`src/rtl/uart_cmd_decoder_if.sv`:
```
`default_nettype none
// ============================================================================
// Module   : uart_cmd_decoder_if
// Purpose  : UART line, song-finish input and player control outputs.
// Revision : 1.0
// ============================================================================
interface uart_cmd_decoder_if;
  logic        rx;
  logic        i_finish_song;
  logic [15:0] o_vol;
  logic [3:0]  vol_level;
  logic [2:0]  o_song_select;
  logic        o_pause;
  logic        o_next;
  logic        o_pre;
  logic        o_vol_plus;
  logic        o_vol_dec;
  logic        o_frame_err;

  modport master (
    input  rx, i_finish_song,
    output o_vol, vol_level, o_song_select, o_pause,
           o_next, o_pre, o_vol_plus, o_vol_dec, o_frame_err
  );

  modport slave (
    output rx, i_finish_song,
    input  o_vol, vol_level, o_song_select, o_pause,
           o_next, o_pre, o_vol_plus, o_vol_dec, o_frame_err
  );
endinterface
`default_nettype wire

```
`src/rtl/uart_cmd_decoder.sv`:
```
`default_nettype none
// ============================================================================
// Module   : uart_cmd_decoder
// Purpose  : 8N1 UART receiver and single-byte command decoder for the player.
// Revision : 1.0
// ============================================================================
module uart_cmd_decoder #(
  parameter int         CLK_HZ    = 100_000_000,
  parameter int         BAUD      = 9600,
  parameter int         NUM_SONGS = 4,
  parameter logic [7:0] VOL_STEP  = 8'h1F,
  parameter int         RST_LEVEL = 2
) (
  input wire logic           clk,
  input wire logic           rst_n,
  uart_cmd_decoder_if.master ctrl
);

  localparam int c_div   = CLK_HZ / BAUD;
  localparam int c_half  = c_div / 2;
  localparam int c_cnt_w = $clog2(c_div + 1);

  localparam logic [c_cnt_w-1:0] c_full_last = c_cnt_w'(c_div - 1);
  localparam logic [c_cnt_w-1:0] c_half_last = c_cnt_w'(c_half - 1);
  localparam logic [2:0]         c_last_song = 3'(NUM_SONGS - 1);
  localparam logic [3:0]         c_max_level = 4'd8;
  localparam logic [3:0]         c_rst_level = 4'(RST_LEVEL);
  localparam logic [7:0]         c_rst_att   = 8'(RST_LEVEL) * VOL_STEP;

  localparam logic [2:0] c_st_idle      = 3'd0;
  localparam logic [2:0] c_st_start     = 3'd1;
  localparam logic [2:0] c_st_data      = 3'd2;
  localparam logic [2:0] c_st_stop      = 3'd3;
  localparam logic [2:0] c_st_wait_high = 3'd4;

  logic               r_rx_meta;
  logic               r_rx_sync;
  logic               r_rx_prev;
  logic [2:0]         r_state;
  logic [c_cnt_w-1:0] r_baud_cnt;
  logic [2:0]         r_bit_cnt;
  logic [7:0]         r_shift;
  logic               r_byte_valid;
  logic               r_frame_err;

  logic               r_fin_prev;
  logic [3:0]         r_vol_level;
  logic [15:0]        r_vol;
  logic [2:0]         r_song;
  logic               r_pause;
  logic               r_next;
  logic               r_pre;
  logic               r_vol_plus;
  logic               r_vol_dec;

  logic               w_rx_fall;
  logic               w_cmd_pause;
  logic               w_cmd_next;
  logic               w_cmd_prev;
  logic               w_cmd_louder;
  logic               w_cmd_quieter;
  logic               w_fin_rise;
  logic [2:0]         w_song_inc;
  logic [2:0]         w_song_dec;
  logic [7:0]         w_att;

  assign w_rx_fall = r_rx_prev & ~r_rx_sync;

  // Synchronizer flops reset low so a line held low through reset release
  // never looks like a falling edge.
  always_ff @(posedge clk) begin
    if (!rst_n) begin
      r_rx_meta    <= 1'b0;
      r_rx_sync    <= 1'b0;
      r_rx_prev    <= 1'b0;
      r_state      <= c_st_idle;
      r_baud_cnt   <= '0;
      r_bit_cnt    <= '0;
      r_shift      <= '0;
      r_byte_valid <= 1'b0;
      r_frame_err  <= 1'b0;
    end else begin
      r_rx_meta    <= ctrl.rx;
      r_rx_sync    <= r_rx_meta;
      r_rx_prev    <= r_rx_sync;
      r_byte_valid <= 1'b0;
      r_frame_err  <= 1'b0;
      case (r_state)
        c_st_idle: begin
          if (w_rx_fall) begin
            r_state    <= c_st_start;
            r_baud_cnt <= '0;
          end
        end
        c_st_start: begin
          if (r_baud_cnt == c_half_last) begin
            r_baud_cnt <= '0;
            r_bit_cnt  <= '0;
            r_state    <= r_rx_sync ? c_st_idle : c_st_data;
          end else begin
            r_baud_cnt <= r_baud_cnt + 1'b1;
          end
        end
        c_st_data: begin
          if (r_baud_cnt == c_full_last) begin
            r_baud_cnt <= '0;
            r_shift    <= {r_rx_sync, r_shift[7:1]};
            r_bit_cnt  <= r_bit_cnt + 3'd1;
            if (r_bit_cnt == 3'd7) begin
              r_state <= c_st_stop;
            end
          end else begin
            r_baud_cnt <= r_baud_cnt + 1'b1;
          end
        end
        c_st_stop: begin
          if (r_baud_cnt == c_full_last) begin
            r_baud_cnt <= '0;
            if (r_rx_sync) begin
              r_byte_valid <= 1'b1;
              r_state      <= c_st_idle;
            end else begin
              r_frame_err <= 1'b1;
              r_state     <= c_st_wait_high;
            end
          end else begin
            r_baud_cnt <= r_baud_cnt + 1'b1;
          end
        end
        c_st_wait_high: begin
          if (r_rx_sync) begin
            r_state <= c_st_idle;
          end
        end
        default: r_state <= c_st_idle;
      endcase
    end
  end

  assign w_cmd_pause   = r_byte_valid && (r_shift == 8'h01);
  assign w_cmd_next    = r_byte_valid && (r_shift == 8'h02);
  assign w_cmd_prev    = r_byte_valid && (r_shift == 8'h03);
  assign w_cmd_louder  = r_byte_valid && (r_shift == 8'h04);
  assign w_cmd_quieter = r_byte_valid && (r_shift == 8'h05);
  assign w_fin_rise    = ctrl.i_finish_song & ~r_fin_prev;
  assign w_song_inc    = (r_song == c_last_song) ? 3'd0 : r_song + 3'd1;
  assign w_song_dec    = (r_song == 3'd0) ? c_last_song : r_song - 3'd1;
  assign w_att         = {4'd0, r_vol_level} * VOL_STEP;

  always_ff @(posedge clk) begin
    if (!rst_n) begin
      r_fin_prev  <= 1'b0;
      r_vol_level <= c_rst_level;
      r_vol       <= {c_rst_att, c_rst_att};
      r_song      <= 3'd0;
      r_pause     <= 1'b0;
      r_next      <= 1'b0;
      r_pre       <= 1'b0;
      r_vol_plus  <= 1'b0;
      r_vol_dec   <= 1'b0;
    end else begin
      r_fin_prev <= ctrl.i_finish_song;
      r_vol      <= {w_att, w_att};
      r_next     <= 1'b0;
      r_pre      <= 1'b0;
      r_vol_plus <= 1'b0;
      r_vol_dec  <= 1'b0;

      // A previous command swallows a coincident finish edge; a next command
      // merges with it so the song moves by one only.
      if (w_cmd_prev) begin
        r_song <= w_song_dec;
        r_pre  <= 1'b1;
      end else if (w_cmd_next || w_fin_rise) begin
        r_song <= w_song_inc;
        r_next <= w_cmd_next;
      end

      if (w_cmd_pause) begin
        r_pause <= ~r_pause;
      end else if (w_cmd_next || w_cmd_prev) begin
        r_pause <= 1'b0;
      end

      if (w_cmd_louder && (r_vol_level != 4'd0)) begin
        r_vol_level <= r_vol_level - 4'd1;
        r_vol_plus  <= 1'b1;
      end else if (w_cmd_quieter && (r_vol_level < c_max_level)) begin
        r_vol_level <= r_vol_level + 4'd1;
        r_vol_dec   <= 1'b1;
      end
    end
  end

  assign ctrl.o_vol         = r_vol;
  assign ctrl.vol_level     = r_vol_level;
  assign ctrl.o_song_select = r_song;
  assign ctrl.o_pause       = r_pause;
  assign ctrl.o_next        = r_next;
  assign ctrl.o_pre         = r_pre;
  assign ctrl.o_vol_plus    = r_vol_plus;
  assign ctrl.o_vol_dec     = r_vol_dec;
  assign ctrl.o_frame_err   = r_frame_err;

endmodule
`default_nettype wire

```
`src/flat_wrapper.sv`:
```
// flat-port wrapper written by rule: the top's interface ports become plain ports
module uart_cmd_decoder_flat 
#(
  parameter int         CLK_HZ    = 100_000_000,
  parameter int         BAUD      = 9600,
  parameter int         NUM_SONGS = 4,
  parameter logic [7:0] VOL_STEP  = 8'h1F,
  parameter int         RST_LEVEL = 2
)
  (clk, rst_n, ctrl_rx, ctrl_i_finish_song, ctrl_o_vol, ctrl_vol_level, ctrl_o_song_select, ctrl_o_pause, ctrl_o_next, ctrl_o_pre, ctrl_o_vol_plus, ctrl_o_vol_dec, ctrl_o_frame_err);
  uart_cmd_decoder_if ctrl_i ();
  input wire logic clk;
  input wire logic rst_n;
  input wire logic [$bits(ctrl_i.rx)-1:0] ctrl_rx;
  input wire logic [$bits(ctrl_i.i_finish_song)-1:0] ctrl_i_finish_song;
  output wire logic [$bits(ctrl_i.o_vol)-1:0] ctrl_o_vol;
  output wire logic [$bits(ctrl_i.vol_level)-1:0] ctrl_vol_level;
  output wire logic [$bits(ctrl_i.o_song_select)-1:0] ctrl_o_song_select;
  output wire logic [$bits(ctrl_i.o_pause)-1:0] ctrl_o_pause;
  output wire logic [$bits(ctrl_i.o_next)-1:0] ctrl_o_next;
  output wire logic [$bits(ctrl_i.o_pre)-1:0] ctrl_o_pre;
  output wire logic [$bits(ctrl_i.o_vol_plus)-1:0] ctrl_o_vol_plus;
  output wire logic [$bits(ctrl_i.o_vol_dec)-1:0] ctrl_o_vol_dec;
  output wire logic [$bits(ctrl_i.o_frame_err)-1:0] ctrl_o_frame_err;
  assign ctrl_i.rx = ctrl_rx;
  assign ctrl_i.i_finish_song = ctrl_i_finish_song;
  assign ctrl_o_vol = ctrl_i.o_vol;
  assign ctrl_vol_level = ctrl_i.vol_level;
  assign ctrl_o_song_select = ctrl_i.o_song_select;
  assign ctrl_o_pause = ctrl_i.o_pause;
  assign ctrl_o_next = ctrl_i.o_next;
  assign ctrl_o_pre = ctrl_i.o_pre;
  assign ctrl_o_vol_plus = ctrl_i.o_vol_plus;
  assign ctrl_o_vol_dec = ctrl_i.o_vol_dec;
  assign ctrl_o_frame_err = ctrl_i.o_frame_err;
  uart_cmd_decoder #(.CLK_HZ(CLK_HZ), .BAUD(BAUD), .NUM_SONGS(NUM_SONGS), .VOL_STEP(VOL_STEP), .RST_LEVEL(RST_LEVEL)) u_core (.clk(clk), .rst_n(rst_n), .ctrl(ctrl_i));
endmodule
```
`config.mk`:
```
export PLATFORM = sky130hd
export DESIGN_NAME = uart_cmd_decoder_flat
export DESIGN_NICKNAME = d
export VERILOG_FILES = /design/src/rtl/uart_cmd_decoder_if.sv /design/src/rtl/uart_cmd_decoder.sv /design/src/flat_wrapper.sv
export SDC_FILE = /design/constraint.sdc
export NUM_CORES = 1
export LEC_CHECK = 0
export ABC_AREA = 1
export BUFFER_PORTS_ARGS = -buffer_cell sky130_fd_sc_hd__buf_2
export CELL_PAD_IN_SITES_DETAIL_PLACEMENT = 0
export CELL_PAD_IN_SITES_GLOBAL_PLACEMENT = 1
export CORE_ASPECT_RATIO = 1.2
export CORE_UTILIZATION = 30
export CTS_CLUSTER_DIAMETER = 200
export DETAILED_ROUTE_END_ITERATION = 6
export PLACE_DENSITY_LB_ADDON = 0.08
export SYNTH_ARGS = -nofsm -noshare
export SYNTH_HDL_FRONTEND = slang
export SYNTH_SLANG_ARGS = --single-unit
export TNS_END_PERCENT = 50
```
`constraint.sdc`:
```
create_clock -name clk -period 2.5 [get_ports clk]
set_clock_uncertainty 0.1 [all_clocks]
set_input_delay 0.375 -clock clk [delete_from_list [all_inputs] [get_ports clk]]
set_output_delay 0.375 -clock clk [all_outputs]
set_load 0.005 [all_outputs]
```
Word-level counts from Yosys, hierarchy flattened
Index checks and enable logic that the tools add are counted.
Widths: inputs -> output; s select.
Cells by class
  $add $sub $neg: 6
  $mul: 1
  order comparisons: 1
  equality and inequality tests: 19
  muxes and demuxes: 29
  bitwise operators: 7
  reductions and logical operators: 25
Operator list (number)
  $mux 14: 3
  $pmux 14 s3: 1
  $mux 3: 13
  $eq 8x2->1 const B: 2
  $eq 8x3->1 const B: 2
  $pmux 3 s5: 1
  $add 14x1->14 const B: 1
  $eq 14x13->1 const B: 1
  $eq 14x14->1 const B: 1
  $ne 2x1->1 const B: 6
  $eq 3x2->1 const B: 3
  $eq 8x1->1 const B: 1
  $mul 4x5->8 const B: 1
  $mux 4: 2
  $reduce_bool 2->1: 4
  $logic_and 1x1->1: 7
  $mux 1: 7
  $add 3x1->3 const B: 2
  $eq 3x3->1 const B: 2
  $logic_not 3->1: 2
  $pmux 3 s2: 1
  $reduce_and 3->1: 2
  $reduce_and 6->1: 1
  $not 1->1: 5
  other kinds (13): 17
Word-level totals
  flip-flop bits (word level): 62
  output and inout port bits: 29
  word-level logic and storage cells: 106

Depth between registers and ports, before layout
  word-level depth: 5
  gate-level depth with buffers: 14
  mapped depth without buffers: 13

Least setup slack after synthesis
OpenSTA, ideal clock, no wires.
  path type: reg-to-reg
  start point: register u_core.r_vol_level[2] (netlist: u_core.ctrl.vol_level[2])
  end point: register u_core.r_vol[14] (netlist: u_core.ctrl.o_vol[14])
  setup time: 70 ps
  data arrival time: 2465 ps
  path slack: -135 ps
  stages on the path, launching flop included: 10
  buffers on the path: 0
  path through: dfxtp_1 fa_1 fa_1 inv_1 fa_1 inv_1 a21oi_1 o21ai_0 o21ai_0 a21oi_1
On the way
  word-level cells in the longest chain between the ends: 1
RTL lines
  start, declared: line uart_cmd_decoder.sv:47  | logic [3:0] r_vol_level;
  start signal, assigned: line uart_cmd_decoder.sv:153  | r_vol_level <= c_rst_level;
  start signal, assigned: line uart_cmd_decoder.sv:186  | r_vol_level <= r_vol_level - 4'd1;
  start signal, assigned: line uart_cmd_decoder.sv:189  | r_vol_level <= r_vol_level + 4'd1;
  $mul 4x5->8: line uart_cmd_decoder.sv:148  | assign w_att = {4'd0, r_vol_level} * VOL_STEP;
  end signal, assigned: line uart_cmd_decoder.sv:154  | r_vol <= {c_rst_att, c_rst_att};
  end signal, assigned: line uart_cmd_decoder.sv:163  | r_vol <= {w_att, w_att};
  end, declared: line uart_cmd_decoder.sv:48  | logic [15:0] r_vol;
Every way passes these cells.
A chain may end at the register's enable or synchronous reset.

Worst setup path in the final report
  start point: register u_core.r_vol_level[1] (netlist: u_core.ctrl.vol_level[1])
  end point: register u_core.r_vol[13] (netlist: u_core.ctrl.o_vol[13])
The elaborated chain is that of the path after synthesis.

==> reports/qor.yml <==
global_routing:
  grt_use_total_pct: 14.0
  grt_pass1_wl_um: 11900
  grt_max_degree: 38
  grt_antenna_before_repair: 0
  grt_pass1_vias: 2520
  grt-ovfl-total: 0
final_layout:
  insertedDiodeCount: 0
  final_common_cell: "nand2_1"
  final_layout_size_suffix_gt1_share_pct: 21.6
  syn_to_final_growth_pct: 16.0
  mostFrequentLayoutCells: "88 x nand2_1, 70 x inv_1, 51 x dfxtp_1"
  fin_nets: 496
  fill_cells: 1097
floorplanning:
  core_area_sq_mm: 0.0102
  num_io_pins: 33
  die_h_um: 115
  rows: 40
  start_util_pct: 31.2
  die_w_um: 95.9
  die-area_sq_mm: 0.0110
sta:
  fmax_mhz: 401
  drv_slew: 0
  min_period_over_period_pct: 99.8
  hold_slack_ps: 153
  setup_viol: 0
  max_slew_margin_pct: 61.8
  final-hold-violation-count: 0
  fin_crit_ps: 2500
  worst_pin_slew_ps: 572
  rsz0062_at_grt: "yes"
synth:
  syn_avg_cell_area_sq_um: 7.33
  synth.area.top_cells: "dfxtp_1 34%, nand2_1 10%, inv_1 8.5%, ha_1 8.3%, nand3_1 4.7%"
  synth_top_area_share_pct: 34.1
  yosys_warnings: 0
  ys_async_sr_fraction_pct: 0
  seq_area_frac_synth_pct: 34.1
  synth_top_flop_cell: "dfxtp_1"
  syn_nets: 463
  synth_edf_count: 0
  synthDistinctLibCells: 40
  synth_cells: 433
  synth_top_area_cell: "dfxtp_1"
  ys_ff_latch: 54
  netlist_area_sq_mm: 0.00317
worst_hold_path:
  holdCritPathClass: "in -> reg"
  holdPathEnd: "u_core.r_rx_meta"
  hp-start: "ctrl_rx"
  min_delay_path_depth: 3
run_status:
  status: "finished clean"
clocking:
  cts_root_buf: "clkbuf_16"
  holdBufCountCts: 0
  htreeDepth: 2
  numCtsBuffers: 5
  clockBufferDepth: 2
  clk_latency_ps: 300
  cts_tree: "yes"
  path_clk_slew_ps: 80
  cts.sinks: 54
routing:
  first_pass_iters: 4
  ant_nets: 0
  drc: 0
  vias: 2624
  wire_per_inst_um: 12.0
  routed_wl_um: 7090
  via_per_inst: 4.42
  drtIter0Drc: 36
pwr:
  finalPower_w: 0.00221
  vdd_drop_max_mv: 0.375
  power_leakage_nw: 1.70
  power_per_cell_area_mw_per_mm2: 601
worst_setup_path:
  startpoint_type: "flop"
  cp.buffers_inverters: 2
  end_kind: "flop"
  r2r_slack_ps: 5
  crit_arrival_ps: 2580
  cp_top_family: "adder cells"
  critPathKind: "reg -> reg"
  rr_startpoint: "u_core.ctrl.vol_level[1]"
  cpPeakStageDelay_ps: 620
  critPathMaxFanout: 3
  rr_worst_depth: 9
  path_cells: "fa_2 > fa_1 > buf_6 > ha_4 > a21oi_2 > inv_1 > a31oi_1 > xor2_1 > nand2_1"
  crit_slowest_cell: "fa_2"
  rr_endpoint: "u_core.ctrl.o_vol[13]"
  worstPathRequired_ps: 2580
job:
  drv_cap: 0
placed_design:
  dp_hpwl_um: 5160
  place.port_buffers: 32
  gp_congestion: 0.769
[cell usage after synthesis (4+ instances only)]
cell	number
nor2_4	4
a21oi_1	26
buf_4	9
nor3_1	7
ha_1	21
dfxtp_1	54
nand4_1	5
nand3_1	30
nor2_2	6
nor2_1	31
nand2_1	88
nand2_2	9
xor2_1	6
inv_1	72
o21ai_0	19
fa_1	5
[state kept, by name, summed over array words and instances, names as in the netlist, 3 cells and up]
register and count:
u_core.r_bit_cnt 3, u_core.r_shift 8, u_core.ctrl.o_vol 8, u_core.ctrl.o_song_select 3, u_core.r_state 3, u_core.r_baud_cnt 14
u_core.ctrl.vol_level 4
[per-stage QoR]
stage                     setup TNS [ps]  util, %  instances  setup slack [ps]  cell area (sq um)
after floorplan                    -37.2        -        433             -37.2               3190
after global routing                -175     36.2        593             -75.9               3680
after CTS                          -5.50     35.9        593             -5.50               3650
after global placement             -84.5     34.1        583             -84.5               3460
after detailed placement           -92.0     34.1        583             -92.0               3460
final                                  0     36.2        593              4.66               3680
[cell families (layout without fill, tap and decap cells)]
logic type | count (synthesis) | after routing | share of synthesized area, %
AO/OA/AOI/OAI | 56 | 56 | 9.58
adder cells (fa/ha/maj) | 26 | 26 | 11.4
XOR/XNOR | 8 | 8 | 2.21
flip-flops | 54 | 54 | 34.1
buffers and inverters | 94 | 128 | 12.9
AND/OR/NAND/NOR | 195 | 195 | 29.8
[layer usage]
layer	wire (um)	up-vias	global-route usage, %
li1	-	1418	-
met5	0	-	0
met1	3290	1169	16.2
met3	151	9	2.66
met4	136	0	5.57
met2	3510	28	25.1
[worst max path at each step]
stage	slack, ps	from	to	cells past startpoint
finish	5	u_core.ctrl.vol_level[1]	u_core.ctrl.o_vol[13]	9
global route	-80	u_core.ctrl.vol_level[1]	u_core.ctrl.o_vol[13]	9
CTS	-6	u_core.ctrl.vol_level[3]	u_core.ctrl.o_vol[13]	9
detailed placement	-90	u_core.ctrl.vol_level[1]	u_core.ctrl.o_vol[14]	9
global placement	-80	u_core.ctrl.vol_level[1]	u_core.ctrl.o_vol[14]	9
floorplan	-40	u_core.ctrl.vol_level[2]	u_core.ctrl.o_vol[14]	9
[power by group]
| part | total (W) | internal, W | switching [W] | leakage, nW |
|---|---|---|---|---|
| Clock | 0.000838 | 0.000481 | 0.000357 | 0.0848 |
| Sequential | 0.000925 | 0.000894 | 0.0000314 | 0.438 |
| Combinational | 0.000448 | 0.000144 | 0.000304 | 1.18 |
[cell type report]
class | instances | area (sq um) | area share, %
Clock buffer | 5 | 125 | 3.40
Multi-Input combinational cell | 285 | 1730 | 46.9
Inverter | 77 | 294 | 7.99
Timing Repair Buffer | 43 | 246 | 6.69
Clock inverter | 3 | 47.5 | 1.29
Sequential cell | 54 | 1080 | 29.5
Tap cell | 126 | 158 | 4.28
[worst reg2reg max path, stage by stage, from the launching register on]
cell and delay [ps]:
dfxtp_2 330, fa_2 620, fa_1 480, buf_6 150, ha_4 150, a21oi_2 110
inv_1 60, a31oi_1 170, xor2_1 160, nand2_1 50
[repair_timing]
| action | CTS | global route |
|---|---|---|
| endpoints found under the setup margin | 2 | 3 |
| pin swaps | 4 | 7 |
| gates resized for setup | 2 | 10 |
| setup buffers | 2 | 0 |
(Power assumes the default switching activity.)
